File: src/rtl/eth_pkg.sv
// -----------------------------------------------------------------------------
// eth_pkg
// Shared definitions for the Manchester Ethernet transmitter:
//   - eth_state_e      : transmitter FSM states
//   - PREAMBLE_BYTE    : byte repeated during the preamble (0xAA)
//   - SFD_BYTE         : start-of-frame delimiter (0xAB)
//   - DEFAULT_*        : default timing parameter values for the top level
// -----------------------------------------------------------------------------
package eth_pkg;

    typedef enum logic [2:0] {
        ST_IDLE     = 3'd0,
        ST_PREAMBLE = 3'd1,
        ST_SFD      = 3'd2,
        ST_PAYLOAD  = 3'd3,
        ST_IPG      = 3'd4
    } eth_state_e;

    localparam logic [7:0] PREAMBLE_BYTE = 8'hAA;
    localparam logic [7:0] SFD_BYTE      = 8'hAB;

    localparam int DEFAULT_HALF_BIT_CLKS  = 5;
    localparam int DEFAULT_PREAMBLE_BYTES = 7;
    localparam int DEFAULT_IPG_CLKS       = 20;

endpackage

File: src/rtl/tx_bit_timer.sv
// -----------------------------------------------------------------------------
// tx_bit_timer
// Half-bit / bit timing for the Manchester line. While run=1 it counts
// HALF_BIT_CLKS clocks per half-bit and toggles the half-bit phase; while
// run=0 it parks at the start of a bit (count 0, first half).
//
// Ports:
//   clk, rst     : clock, asynchronous active-high reset
//   run          : line is actively transmitting bits this cycle
//   bit_end      : this cycle is the last clock of the current bit
//   bit_end_nxt  : the next cycle will be the last clock of a bit
//   phase_nxt    : half-bit phase of the next cycle (0 = first half)
// -----------------------------------------------------------------------------
module tx_bit_timer #(
    parameter int HALF_BIT_CLKS = eth_pkg::DEFAULT_HALF_BIT_CLKS
) (
    input  logic clk,
    input  logic rst,
    input  logic run,
    output logic bit_end,
    output logic bit_end_nxt,
    output logic phase_nxt
);

    localparam int CW = (HALF_BIT_CLKS > 1) ? $clog2(HALF_BIT_CLKS) : 1;
    localparam logic [CW-1:0] CNT_LAST = CW'(HALF_BIT_CLKS - 1);

    logic [CW-1:0] cnt_q, cnt_d;
    logic          phase_q, phase_d;
    logic          half_end;

    assign half_end = run && (cnt_q == CNT_LAST);
    assign bit_end  = half_end && phase_q;

    always_comb begin
        cnt_d   = cnt_q;
        phase_d = phase_q;
        if (!run) begin
            cnt_d   = '0;
            phase_d = 1'b0;
        end else if (half_end) begin
            cnt_d   = '0;
            phase_d = ~phase_q;
        end else begin
            cnt_d = cnt_q + 1'b1;
        end
    end

    // Look-ahead strobes let the top level register its outputs so they line
    // up with the cycle they describe.
    assign bit_end_nxt = (cnt_d == CNT_LAST) && phase_d;
    assign phase_nxt   = phase_d;

    always_ff @(posedge clk or posedge rst) begin
        if (rst) begin
            cnt_q   <= '0;
            phase_q <= 1'b0;
        end else begin
            cnt_q   <= cnt_d;
            phase_q <= phase_d;
        end
    end

endmodule

File: src/rtl/ethernet_transmitter.sv
// -----------------------------------------------------------------------------
// ethernet_transmitter
// Sends a frame as Manchester-coded serial data, MSB first: PREAMBLE_BYTES
// bytes of 0xAA, one SFD byte 0xAB, then tx_len payload bytes popped from a
// first-word-fall-through FIFO, followed by an idle-high inter-packet gap.
// Bit 1 = low then high, bit 0 = high then low.
//
// Ports:
//   clk, rst      : clock, asynchronous active-high reset
//   tx_start      : single-cycle frame request (ignored while busy or len 0)
//   tx_len[10:0]  : payload byte count, sampled with tx_start
//   T_Data[7:0]   : FIFO head byte, valid while EMPTY=0
//   EMPTY         : FIFO empty flag
//   r_enable      : FIFO pop, high in the last cycle of the preceding byte
//   Ethernet_Out  : Manchester line, idle high
//   busy          : frame or IPG in progress
//   done          : pulse in the last IPG cycle
//   underrun      : pulse when the FIFO is empty at a payload fetch
//
// FIFO handshake: r_enable is a one-cycle pop; the FIFO presents the popped
// byte on T_Data during that cycle and advances at the closing clock edge,
// where the byte is captured into the shift register.
// -----------------------------------------------------------------------------
module ethernet_transmitter
    import eth_pkg::*;
#(
    parameter int HALF_BIT_CLKS  = DEFAULT_HALF_BIT_CLKS,
    parameter int PREAMBLE_BYTES = DEFAULT_PREAMBLE_BYTES,
    parameter int IPG_CLKS       = DEFAULT_IPG_CLKS
) (
    input  logic        clk,
    input  logic        rst,
    input  logic        tx_start,
    input  logic [10:0] tx_len,
    input  logic [7:0]  T_Data,
    input  logic        EMPTY,
    output logic        r_enable,
    output logic        Ethernet_Out,
    output logic        busy,
    output logic        done,
    output logic        underrun
);

    localparam int PW = (PREAMBLE_BYTES > 1) ? $clog2(PREAMBLE_BYTES) : 1;
    localparam int IW = (IPG_CLKS > 1) ? $clog2(IPG_CLKS) : 1;
    localparam logic [PW-1:0] PRE_LAST = PW'(PREAMBLE_BYTES - 1);
    localparam logic [IW-1:0] IPG_LAST = IW'(IPG_CLKS - 1);

    eth_state_e    state_q, state_d;
    logic [7:0]    shift_q, shift_d;
    logic [2:0]    bit_cnt_q, bit_cnt_d;
    logic [PW-1:0] pre_cnt_q, pre_cnt_d;
    logic [10:0]   len_q, len_d;
    logic [IW-1:0] ipg_cnt_q, ipg_cnt_d;

    logic out_q, out_d;
    logic busy_q, busy_d;
    logic done_q, done_d;
    logic r_enable_q, r_enable_d;
    logic underrun_q, underrun_d;

    logic run, run_d, fetch_nxt;
    logic bit_end, bit_end_nxt, phase_nxt;

    assign run = (state_q == ST_PREAMBLE) || (state_q == ST_SFD) ||
                 (state_q == ST_PAYLOAD);

    tx_bit_timer #(
        .HALF_BIT_CLKS(HALF_BIT_CLKS)
    ) u_bit_timer (
        .clk        (clk),
        .rst        (rst),
        .run        (run),
        .bit_end    (bit_end),
        .bit_end_nxt(bit_end_nxt),
        .phase_nxt  (phase_nxt)
    );

    // Next-state logic: FSM, shift register, byte counters.
    always_comb begin
        state_d   = state_q;
        shift_d   = shift_q;
        bit_cnt_d = bit_cnt_q;
        pre_cnt_d = pre_cnt_q;
        len_d     = len_q;
        ipg_cnt_d = ipg_cnt_q;

        case (state_q)
            ST_IDLE: begin
                if (tx_start && (tx_len != 11'd0)) begin
                    state_d   = ST_PREAMBLE;
                    shift_d   = PREAMBLE_BYTE;
                    bit_cnt_d = 3'd0;
                    pre_cnt_d = '0;
                    len_d     = tx_len;
                end
            end

            ST_PREAMBLE, ST_SFD, ST_PAYLOAD: begin
                if (bit_end) begin
                    if (bit_cnt_q != 3'd7) begin
                        shift_d   = {shift_q[6:0], 1'b0};
                        bit_cnt_d = bit_cnt_q + 3'd1;
                    end else begin
                        bit_cnt_d = 3'd0;
                        if (state_q == ST_PREAMBLE) begin
                            if (pre_cnt_q == PRE_LAST) begin
                                state_d   = ST_SFD;
                                shift_d   = SFD_BYTE;
                                pre_cnt_d = '0;
                            end else begin
                                shift_d   = PREAMBLE_BYTE;
                                pre_cnt_d = pre_cnt_q + 1'b1;
                            end
                        end else if (r_enable_q) begin
                            // The pop is in flight this cycle: T_Data is the
                            // next payload byte.
                            state_d = ST_PAYLOAD;
                            shift_d = T_Data;
                            len_d   = len_q - 11'd1;
                        end else begin
                            // Either all bytes are out or the FIFO underran.
                            state_d   = ST_IPG;
                            shift_d   = 8'h00;
                            ipg_cnt_d = '0;
                        end
                    end
                end
            end

            ST_IPG: begin
                if (ipg_cnt_q == IPG_LAST) begin
                    state_d   = ST_IDLE;
                    ipg_cnt_d = '0;
                    len_d     = 11'd0;
                end else begin
                    ipg_cnt_d = ipg_cnt_q + 1'b1;
                end
            end

            default: state_d = ST_IDLE;
        endcase
    end

    // Outputs are registered from the next-cycle view, so each output bit
    // describes the cycle in which it is visible.
    always_comb begin
        run_d = (state_d == ST_PREAMBLE) || (state_d == ST_SFD) ||
                (state_d == ST_PAYLOAD);
        out_d = run_d ? (phase_nxt ? shift_d[7] : ~shift_d[7]) : 1'b1;

        // A fetch happens in the last cycle of an SFD or payload byte while
        // payload bytes remain. The FIFO is only drained by us, so a non-empty
        // flag seen one cycle ahead still holds in the fetch cycle.
        fetch_nxt = ((state_d == ST_SFD) || (state_d == ST_PAYLOAD)) &&
                    (bit_cnt_d == 3'd7) && bit_end_nxt && (len_d != 11'd0);
        r_enable_d = fetch_nxt && !EMPTY;
        underrun_d = fetch_nxt && EMPTY;

        busy_d = (state_d != ST_IDLE);
        done_d = (state_d == ST_IPG) && (ipg_cnt_d == IPG_LAST);
    end

    always_ff @(posedge clk or posedge rst) begin
        if (rst) begin
            state_q    <= ST_IDLE;
            shift_q    <= 8'h00;
            bit_cnt_q  <= 3'd0;
            pre_cnt_q  <= '0;
            len_q      <= 11'd0;
            ipg_cnt_q  <= '0;
            out_q      <= 1'b1;
            busy_q     <= 1'b0;
            done_q     <= 1'b0;
            r_enable_q <= 1'b0;
            underrun_q <= 1'b0;
        end else begin
            state_q    <= state_d;
            shift_q    <= shift_d;
            bit_cnt_q  <= bit_cnt_d;
            pre_cnt_q  <= pre_cnt_d;
            len_q      <= len_d;
            ipg_cnt_q  <= ipg_cnt_d;
            out_q      <= out_d;
            busy_q     <= busy_d;
            done_q     <= done_d;
            r_enable_q <= r_enable_d;
            underrun_q <= underrun_d;
        end
    end

    assign Ethernet_Out = out_q;
    assign busy         = busy_q;
    assign done         = done_q;
    assign r_enable     = r_enable_q;
    assign underrun     = underrun_q;

endmodule

File: config.mk
export PLATFORM = sky130hd
export DESIGN_NAME = ethernet_transmitter
export DESIGN_NICKNAME = d
export VERILOG_FILES = /design/src/rtl/eth_pkg.sv /design/src/rtl/tx_bit_timer.sv /design/src/rtl/ethernet_transmitter.sv
export SDC_FILE = /design/constraint.sdc
export NUM_CORES = 1
export LEC_CHECK = 0
export CORE_MARGIN = 3
export CORE_UTILIZATION = 34
export CTS_CLUSTER_SIZE = 12
export DETAILED_ROUTE_END_ITERATION = 10
export PLACE_DENSITY_LB_ADDON = 0.15
export SYNTH_ARGS = -nofsm -noshare
export SYNTH_HDL_FRONTEND = slang
export SYNTH_SLANG_ARGS = --single-unit
File: constraint.sdc
create_clock -name clk -period 8.75 [get_ports clk]
set_input_delay 1.75 -clock clk [delete_from_list [all_inputs] [get_ports clk]]
set_output_delay 1.75 -clock clk [all_outputs]
set_load 0.01 [all_outputs]
[Word level (Yosys, flattened, before mapping)]
Index checks and enable logic that the tools add are counted.
W data, S select, Z words.
Operators by class
  add/sub/neg operators: 5
  equality and inequality tests: 19
  mux-type cells: 44
  bitwise operators: 2
  reduce and logical (&&, ||, !) cells: 24
Operator list (count)
  $mux W11: 6
  $mux W3: 17
  $mux W8: 5
  $pmux W11 S3: 1
  $mux W5: 5
  $reduce_bool A11 Y1: 2
  $eq A3 B3 Y1 const B: 6
  $pmux W8 S2: 1
  $eq A3 B2 Y1 const B: 4
  $pmux W3 S2: 2
  $sub A11 B1 Y11 const B: 1
  $eq A5 B5 Y1 const B: 2
  $logic_and A1 B1 Y1: 10
  $pmux W5 S2: 1
  $add A3 B1 Y3 const B: 3
  $pmux W3 S3: 1
  $ne A2 B2 Y1 const B: 4
  $eq A3 B1 Y1 const B: 2
  $add A5 B1 Y5 const B: 1
  $logic_or A1 B1 Y1: 5
  $mux W1: 5
  $reduce_and A5 Y1: 1
  $logic_not A3 Y1: 1
  $ne A3 B3 Y1 const B: 1
  other kinds (6): 7
Word-level totals
  flip-flop bits (word level): 42
  bits of input ports: 23
  word-level logic and storage cells: 108

[Logic depth before layout (Yosys ltp)]
Gate-level depths: netlist of the first run.
  depth after elaboration: 13
  gate-level depth with buffers: 12
  mapped depth without buffers: 10

[Cells and area by module]
Synthesis of the first run repeated with hierarchy kept, for this count alone.
Second synthesis, totals
  cells, all modules: 278
  area total of the unflattened synthesis: 2548.7 um2
By module, submodules not included
  ethernet_transmitter: times used 1, cells each 258, area an instance 2332.2 um2
  tx_bit_timer: times used 1, cells each 20, area an instance 216.5 um2

[Least setup slack after synthesis of the first run]
No wires, ideal clock.
  path kind: in2reg
  from: in tx_len[2]
  to: reg r_enable_q (netlist: r_enable)
  library setup time: 0.099 ns
  arrival: 3.411 ns
  data required time: 8.651 ns
  slack: 5.240 ns
  stages: 7
  path through: or4_1 -> o31ai_1 -> buf_2 -> o2111ai_1 -> nand3_1 -> nor4_2 -> a311oi_1
Between the ends
  elaborated cells between the ends (all ways): 17
RTL lines
  start: declaration: line ethernet_transmitter.sv:34  | input logic [10:0] tx_len,
  $reduce_bool A11 Y1: line ethernet_transmitter.sv:90  | if (tx_start && (tx_len != 11'd0)) begin
  $logic_and A1 B1 Y1: line ethernet_transmitter.sv:90
  $mux W11: line ethernet_transmitter.sv:90
  $pmux W11 S3: line ethernet_transmitter.sv:88  | case (state_q)
  net len_d[8]: line ethernet_transmitter.sv:53  | logic [10:0] len_q, len_d;
  $reduce_bool A11 Y1: line ethernet_transmitter.sv:156  | (bit_cnt_d == 3'd7) && bit_end_nxt && (len_d != 11'd0);
  $logic_and A1 B1 Y1: line ethernet_transmitter.sv:156
  $logic_and A1 B1 Y1: line ethernet_transmitter.sv:157  | r_enable_d = fetch_nxt && !EMPTY;
  net r_enable_d: line ethernet_transmitter.sv:59  | logic r_enable_q, r_enable_d;
  end signal: assignment: line ethernet_transmitter.sv:187  | r_enable_q <= r_enable_d;
  end: declaration: line ethernet_transmitter.sv:59
The timed path passes the listed nets, and every way through them passes these cells.
A chain may end at the register's enable or synchronous reset.

[Worst setup path after layout of the first run]
  from: in tx_start
  to: reg pre_cnt_q[2]
Between the ends
  longest elaborated chain between the ends: 3
RTL lines
  start: declaration: line ethernet_transmitter.sv:33  | input logic tx_start,
  $logic_and A1 B1 Y1: line ethernet_transmitter.sv:90
  $ne A2 B2 Y1 (no line)
  $reduce_and A5 Y1 (no line)
  end signal: assignment: line ethernet_transmitter.sv:181  | pre_cnt_q <= pre_cnt_d;
  end: declaration: line ethernet_transmitter.sv:52  | logic [PW-1:0] pre_cnt_q, pre_cnt_d;
No other way between the ends.

==> flow_summary.toml, run 1 <==
[critical_path]
critPathLaunchType = "input port"
setup.worst_path.end_class = "flip-flop"
cp_data_required_time_ns = 8.97
cp_data_arrival_time_ns = 4.41
worst-path-max-fanout = 13
timing.rr.start = "state_q[2]$_DFF_PP0_"
startpoint = "tx_start"
setup.worst_path.class = "input port to flip-flop"

[flow_run]
max_cap_viol_count = 0

[routing]
dr.pass1.iters = 4
detailedRoute.firstIterationViolations = 157
remaining_drc_errors = 0
drt_via_density = 5.66
routed_wire_length_per_instance_um = 16.4
ant_nets = 0
detailroute.via_count = 2129
postRouteWirelength_mm = 6.16

[floorplanning]
fp-row-count = 30
design.core.area_um2 = 6910
boundaryPins = 28
die_height_um = 91.0
die-area_um2 = 8270
die_w_um = 91.0
start_util_pct = 35.5

[timing]
timing.final.ws_setup_ns = 4.57
worst_slew_margin_rel_pct = 26.0
rsz0062_at_grt = "false"
setup_violations = 0
layout_min_cycle_time_ns = 4.18
achievable_frequency_ghz = 0.239
final.setup_skew_ns = 0.00731
hold_violations = 0
report.final.slew_viol_count = 0
finalCritPeriodShare_pct = 47.8
timing_worst_slew_pin_value_ns = 1.11
totalNegativeSetupSlack_ns = 0

[layout]
area_growth_syn_to_layout_pct = 19.3
post_layout_nonfiller_instances = 376
nets = 309
post_route_cells_drive_above_1_share_pct = 9.29
n_antenna_cell = 0

[synth]
post_synthesis_sequential_element_count = 42
postSynth.topFlopCell = "sky130_fd_sc_hd__dfrtp_1"
syn_nets = 285
synthesized_area_fraction_occupied_by_ao_oa_aoi_and_oai_cells_pct = 20.5
synth_top_family_by_area = "simple AND/OR/NAND/NOR gates"
post_synthesis_cell_count = 255
synth-simple-area-share_pct = 26.5
yosysWarnings = 0
synthArstFlopShare_pct = 100
postSynthAreaPerCell_um2 = 9.62
synthesized_area_fraction_occupied_by_adder_cells_pct = 3.57
post_synth_xor_area_fraction_pct = 1.07
synthDistinctLibCells = 63
ys_seq_area_share_pct = 42.9
synth-edff-count = 0
mappedNetlistArea_um2 = 2450
synth_mux_area_share_pct = 1.68

[global_route]
grt_pass1_vias = 2066
grt.overflow.total = 0
antenna_found_initial = 0
grt_start_max_net_pins = 43
groute.usage.overall_pct = 16.0
wire_length_of_the_first_global_routing_pass_mm = 10.7

[power]
switchingPower_mw = 0.0801
power.switching_fraction_pct = 21.5
clkPwrFrac_pct = 41.7
power_density_nw_per_um2 = 127
logic_pwr_share_pct = 5.4
power_report.internal_total_mw = 0.292
p_seq_share_pct = 52.9
cellLeakagePower_nw = 1.16
vdd_drop_max_uv = 64.8

[clocking]
cts_repair_resize_count = 0
cts_buffers = 5
cts_setup_buffers = 0
cts.reportedPaths.clkPinSlew_ns = 0.08
clk_path_buf_depth = 2
holdBufCountCts = 0
level_count_of_the_clock_h_tree = 2
cts_tree = "built"
clockRootBuffer = "sky130_fd_sc_hd__clkbuf_8"
clock_insertion_delay_worst_skew_ns = 0.30
cts_num_sinks = 42

[run_status]
status = "completed"

[placement]
routabilityCongestion = 0.889
dp_worst_setup_slack_ns = 4.25
placement.io_buffers = 27
dp.final_hpwl_mm = 4.46
placed_cells = 368

[hold_path]
hp-class = "flip-flop to flip-flop"
min-delay-start = "u_bit_timer.cnt_q[0]$_DFF_PP0_"
metal layers:
layer | wire length, um | track usage (%) | vias up | share of wire, %
met5 | 0 | 0 | - | 0
met4 | 76 | 4.65 | 0 | 1.2
met3 | 312 | 3.89 | 7 | 5.1
met2 | 2830 | 24.6 | 62 | 46
met1 | 2940 | 22.2 | 1039 | 48
li1 | - | - | 1021 | -
critical path: stages:
cell and delay, ns:
sky130_fd_sc_hd__clkdlybuf4s50_1 0.51, sky130_fd_sc_hd__nor4b_2 0.90, sky130_fd_sc_hd__o31ai_1 0.17, sky130_fd_sc_hd__buf_4 0.25
sky130_fd_sc_hd__a221o_1 0.41, sky130_fd_sc_hd__nor2_1 0.19, sky130_fd_sc_hd__nand3_1 0.10, sky130_fd_sc_hd__o21ai_0 0.14
cell usage after synthesis (2+ instances only):
library cell / count / area (um^2)
sky130_fd_sc_hd__a21oi_1: 5 / 25.0
sky130_fd_sc_hd__a211o_1: 2 / 17.5
sky130_fd_sc_hd__nand2b_1: 3 / 18.8
sky130_fd_sc_hd__mux2i_1: 3 / 30.0
sky130_fd_sc_hd__or2_2: 2 / 12.5
sky130_fd_sc_hd__a222oi_1: 3 / 30.0
sky130_fd_sc_hd__o211a_1: 2 / 20.0
sky130_fd_sc_hd__o311ai_0: 2 / 17.5
sky130_fd_sc_hd__o211ai_1: 4 / 30.0
sky130_fd_sc_hd__a31o_2: 2 / 17.5
sky130_fd_sc_hd__nand3_1: 16 / 80.1
sky130_fd_sc_hd__and3_1: 2 / 12.5
sky130_fd_sc_hd__nand2_1: 24 / 90.1
sky130_fd_sc_hd__a221o_1: 3 / 30.0
sky130_fd_sc_hd__dfrtp_1: 41 / 1030
sky130_fd_sc_hd__or3_1: 3 / 18.8
sky130_fd_sc_hd__a221o_2: 2 / 22.5
sky130_fd_sc_hd__nor2_1: 14 / 52.6
sky130_fd_sc_hd__o31ai_1: 6 / 45.0
sky130_fd_sc_hd__or4_1: 3 / 22.5
sky130_fd_sc_hd__a22o_1: 2 / 17.5
sky130_fd_sc_hd__nor4_2: 3 / 37.5
sky130_fd_sc_hd__o21ai_1: 3 / 15.0
sky130_fd_sc_hd__a21o_1: 3 / 22.5
sky130_fd_sc_hd__nor4_1: 3 / 18.8
sky130_fd_sc_hd__nor4b_1: 3 / 26.3
sky130_fd_sc_hd__o21ai_0: 14 / 70.1
sky130_fd_sc_hd__a311oi_1: 2 / 17.5
sky130_fd_sc_hd__clkbuf_1: 10 / 37.5
sky130_fd_sc_hd__o2111ai_1: 2 / 17.5
sky130_fd_sc_hd__nand4b_1: 4 / 35.0
sky130_fd_sc_hd__inv_1: 12 / 45.0
sky130_fd_sc_hd__nand4_1: 7 / 43.8
sky130_fd_sc_hd__ha_1: 7 / 87.6
sky130_fd_sc_hd__xnor2_1: 2 / 17.5
sky130_fd_sc_hd__and2_1: 6 / 37.5
sky130_fd_sc_hd__nor3_1: 3 / 15.0
sky130_fd_sc_hd__buf_2: 2 / 10.0
path summary, 6_finish.rpt:
kind                                             endpoint  slack [ns]  depth (start not counted)
hold reg to reg            u_bit_timer.cnt_q[0]$_DFF_PP0_        0.48                          1
setup / recovery                 pre_cnt_q[2]$_DFFE_PP0P_        4.57                          8
max in group asynchronous              underrun$_DFF_PP0_        6.48                          3
hold / removal             u_bit_timer.cnt_q[0]$_DFF_PP0_        0.48                          1
min in group asynchronous          shift_q[5]$_DFFE_PP0P_        1.89                          3
setup reg to reg                       underrun$_DFF_PP0_        4.92                          9
power by group through the flow:
stage	clock (mW)	combinational, mW	sequential (mW)
after floorplan	0	0.00690	0.200
after global placement	0	0.0204	0.201
after detailed placement	0	0.0205	0.201
after CTS	0.159	0.0204	0.197
after global routing	0.169	0.0222	0.197
final	0.155	0.0199	0.197
cells in the final DEF, fill, tap and decap left out, types with 4 or more instances in the layout:
master                            count
sky130_fd_sc_hd__clkdlybuf4s50_1     27
sky130_fd_sc_hd__nand4b_1             4
sky130_fd_sc_hd__nand2_1             24
sky130_fd_sc_hd__nand3_1             16
sky130_fd_sc_hd__dfrtp_1             41
sky130_fd_sc_hd__clkbuf_8             5
sky130_fd_sc_hd__ha_1                 7
sky130_fd_sc_hd__a21oi_1              5
sky130_fd_sc_hd__o211ai_1             4
sky130_fd_sc_hd__and2_1               6
sky130_fd_sc_hd__inv_1               11
sky130_fd_sc_hd__nor2_1              14
sky130_fd_sc_hd__o21ai_0             14
sky130_fd_sc_hd__nand4_1              7
sky130_fd_sc_hd__o31ai_1              6
registers in the layout (all words and copies together), names as in the netlist, 3 cells and up:
register and flops:
u_bit_timer.cnt_q 3, ipg_cnt_q 5, len_q 11, state_q 3
pre_cnt_q 3, bit_cnt_q 3, shift_q 8
layout make-up:
| cell class | instances | area, um^2 |
|---|---|---|
| fill | 692 | 3980 |
| multi-input combinational | 189 | 1320 |
| sequential | 42 | 1050 |
| timing repair buffer | 29 | 285 |
| tap | 96 | 120 |
| clock buffer | 6 | 72.6 |
| inverter | 12 | 45.0 |
| clock inverter | 2 | 37.5 |
kinds of logic after synthesis:
group / after synthesis
muxes: 4
and+or+nand+nor: 108
adders and majority gates: 7
xor gates and xnor gates: 3
AOI/OAI and AO/OA: 67
DFF: 42
buffers and inverters: 24
metrics by stage:
step | power (mW) | utilization [%] | cell area (um^2) | hold WS (ns)
floorplan | 0.207 | - | 2450 | 0.433
global placement | 0.221 | 40.8 | 2820 | 0.462
detailed placement | 0.221 | 40.8 | 2820 | 0.473
CTS | 0.377 | 42.4 | 2930 | 0.490
global route | 0.389 | 42.4 | 2930 | 0.519
finish | 0.372 | 42.4 | 2930 | 0.475
No activity file was read; power rests on OpenSTA's default activity.
==> run 2, diff against run 1 <==
==> constraint.sdc (replaced) <==
create_clock -name clk -period 3.9 [get_ports clk]
set_input_delay 0.78 -clock clk [delete_from_list [all_inputs] [get_ports clk]]
set_output_delay 0.78 -clock clk [all_outputs]
set_load 0.01 [all_outputs]
==> run 2 against run 1 <==
Compared with the run above: power is 130% higher; clock skew is 0.0019 ns lower; critical path depth is 1 higher; via count is 0.38% higher; core utilization is 0.43 points higher; first-iteration DRC count is 17% higher; final area is 1.0% higher; global-route usage hardly changed; routed wire length is 3.3% higher; flip-flop and latch count stayed put; sequential power is 120% higher; critical endpoint is now underrun$_DFF_PP0_.
==> flow_summary.toml, run 2 (synthesis gave the netlist of run 1 again) <==
[global_route]
grtUsageMet3_pct = 3.07
wire_length_of_the_first_global_routing_pass_mm = 10.6
globalRoute.busiestLayer = "met1"
global_routing_met2_resource_utilization_pct = 23.1
grt.met1_usage_pct = 23.8
grt.overflow.total = 0
grt_pass1_vias = 2037
groute.usage.overall_pct = 16.0
antenna_found_initial = 0
grt_start_max_net_pins = 25

[timing]
totalNegativeSetupSlack_ns = 0
timing_worst_slew_pin_value_ns = 0.835
timing.final.ws_setup_ns = 0.594
rsz0062_at_grt = "false"
finalCritPeriodShare_pct = 84.8
final.setup_skew_ns = 0.00545
report.final.slew_viol_count = 0
layout_min_cycle_time_ns = 3.31
achievable_frequency_ghz = 0.302
setup_violations = 0
hold_violations = 0
worst_slew_margin_rel_pct = 44.0

[layout]
post_layout_nonfiller_instances = 380
final_common_cell = "sky130_fd_sc_hd__dfrtp_1"
post_route_cells_drive_above_1_share_pct = 10.6
area_growth_syn_to_layout_pct = 20.6
nets = 313
largestRegisters = "len_q x11, shift_q x8, ipg_cnt_q x5"
register_name_with_the_most_flops = "len_q"
most-common-layout-cells = "sky130_fd_sc_hd__dfrtp_1, sky130_fd_sc_hd__clkdlybuf4s50_1, sky130_fd_sc_hd__nand2_1"
n_antenna_cell = 0
largest_register_ff_count = 11

[routing]
drt_via_density = 5.62
detailroute.via_count = 2137
remaining_drc_errors = 0
dr.pass1.iters = 6
routed_wire_length_per_instance_um = 16.7
detailedRoute.firstIterationViolations = 184
postRouteWirelength_mm = 6.36
ant_nets = 0

[floorplanning]
fp-row-count = 30
die_w_um = 91.0
design.core.area_um2 = 6910
start_util_pct = 35.5
boundaryPins = 28
die_height_um = 91.0
die-area_um2 = 8270

[clocking]
level_count_of_the_clock_h_tree = 2
holdBufCountCts = 0
cts.reportedPaths.clkPinSlew_ns = 0.09
clock_insertion_delay_worst_skew_ns = 0.30
cts_setup_buffers = 0
cts_tree = "built"
cts_repair_resize_count = 0
clockRootBuffer = "sky130_fd_sc_hd__clkbuf_8"
clk_path_buf_depth = 2
cts_buffers = 5
cts_num_sinks = 42

[placement]
dp_worst_setup_slack_ns = 0.631
routabilityCongestion = 0.810
placed_cells = 372
placement.io_buffers = 27
dp.final_hpwl_mm = 4.72

[power]
cellLeakagePower_nw = 1.18
power_density_nw_per_um2 = 283
switchingPower_mw = 0.183
power_report.internal_total_mw = 0.655
logic_pwr_share_pct = 5.4
vdd_drop_max_uv = 140
power.switching_fraction_pct = 21.8
clkPwrFrac_pct = 41.9
p_seq_share_pct = 52.7

[critical_path]
cp_data_required_time_ns = 4.07
critPathLaunchType = "flip-flop"
worst-path-max-fanout = 14
cp_data_arrival_time_ns = 3.47
setup.worst_path.end_class = "flip-flop"
setup.worst_path.class = "flip-flop to flip-flop"
ff2ff_setup_slack_ns = 0.59

[hold_path]
hp-class = "flip-flop to flip-flop"

[run_status]
status = "completed"

[flow_run]
max_cap_viol_count = 0
[run 2: changes by cell type in the layout (fill, tap and decap cells not counted)]
cell                    before  now
sky130_fd_sc_hd__buf_4       2    6
[run 2: final timing paths]
| path | from | end | cells past startpoint |
|---|---|---|---|
| worst max-delay path | state_q[1]$_DFF_PP0_ | underrun$_DFF_PP0_ | 9 |
| worst min-delay path | u_bit_timer.cnt_q[0]$_DFF_PP0_ | u_bit_timer.cnt_q[0]$_DFF_PP0_ | 1 |
| worst max register to register | state_q[1]$_DFF_PP0_ | underrun$_DFF_PP0_ | 9 |
| worst min register to register | u_bit_timer.cnt_q[0]$_DFF_PP0_ | u_bit_timer.cnt_q[0]$_DFF_PP0_ | 1 |
| max in group asynchronous | rst | len_q[9]$_DFF_PP0_ | 3 |
| min in group asynchronous | rst | done$_DFF_PP0_ | 2 |
[run 2: layout make-up]
class / count / area (um^2)
Clock inverter: 2 / 37.5
Sequential cell: 42 / 1050
Clock buffer: 6 / 72.6
Timing Repair Buffer: 33 / 315
Fill cell: 714 / 3950
Inverter: 12 / 45.0
Multi-Input combinational cell: 189 / 1320
Tap cell: 96 / 120
[run 2: critical path, stage by stage (launching register included)]
cell and delay (ns):
sky130_fd_sc_hd__dfrtp_1 0.60, sky130_fd_sc_hd__o21ba_1 0.23, sky130_fd_sc_hd__and3_1 0.20, sky130_fd_sc_hd__ha_1 0.27
sky130_fd_sc_hd__nand2_1 0.24, sky130_fd_sc_hd__o311ai_0 0.43, sky130_fd_sc_hd__o211ai_1 0.18, sky130_fd_sc_hd__or4_1 0.57
sky130_fd_sc_hd__nor4_2 0.30, sky130_fd_sc_hd__a311oi_1 0.16
[run 2: routing by layer]
layer,vias to the layer above,wire length (um),share of wire [%]
met3,5,456,7.2
met2,75,2820,44
li1,1027,-,-
met5,-,0,0
met1,1030,3020,47
met4,0,69,1.1
[run 2: power by group through the flow]
| stage | Clock [mW] | Combinational [mW] | Sequential [mW] |
|---|---|---|---|
| 2_1_floorplan | 0 | 0.0155 | 0.449 |
| 3_3_place_gp | 0 | 0.0457 | 0.451 |
| 3_5_place_dp | 0 | 0.0461 | 0.450 |
| 4_1_cts | 0.360 | 0.0461 | 0.442 |
| 5_1_grt | 0.381 | 0.0500 | 0.443 |
| 6_report | 0.351 | 0.0450 | 0.442 |
[run 2: stage by stage]
stage | total power, mW | cell area, um^2 | hold slack, ns | util (%)
after global placement | 0.496 | 2850 | 0.456 | 41.2
final | 0.838 | 2960 | 0.476 | 42.8
after CTS | 0.848 | 2960 | 0.472 | 42.8
after floorplan | 0.465 | 2450 | 0.433 | -
after detailed placement | 0.497 | 2850 | 0.455 | 41.2
after global routing | 0.874 | 2960 | 0.516 | 42.8
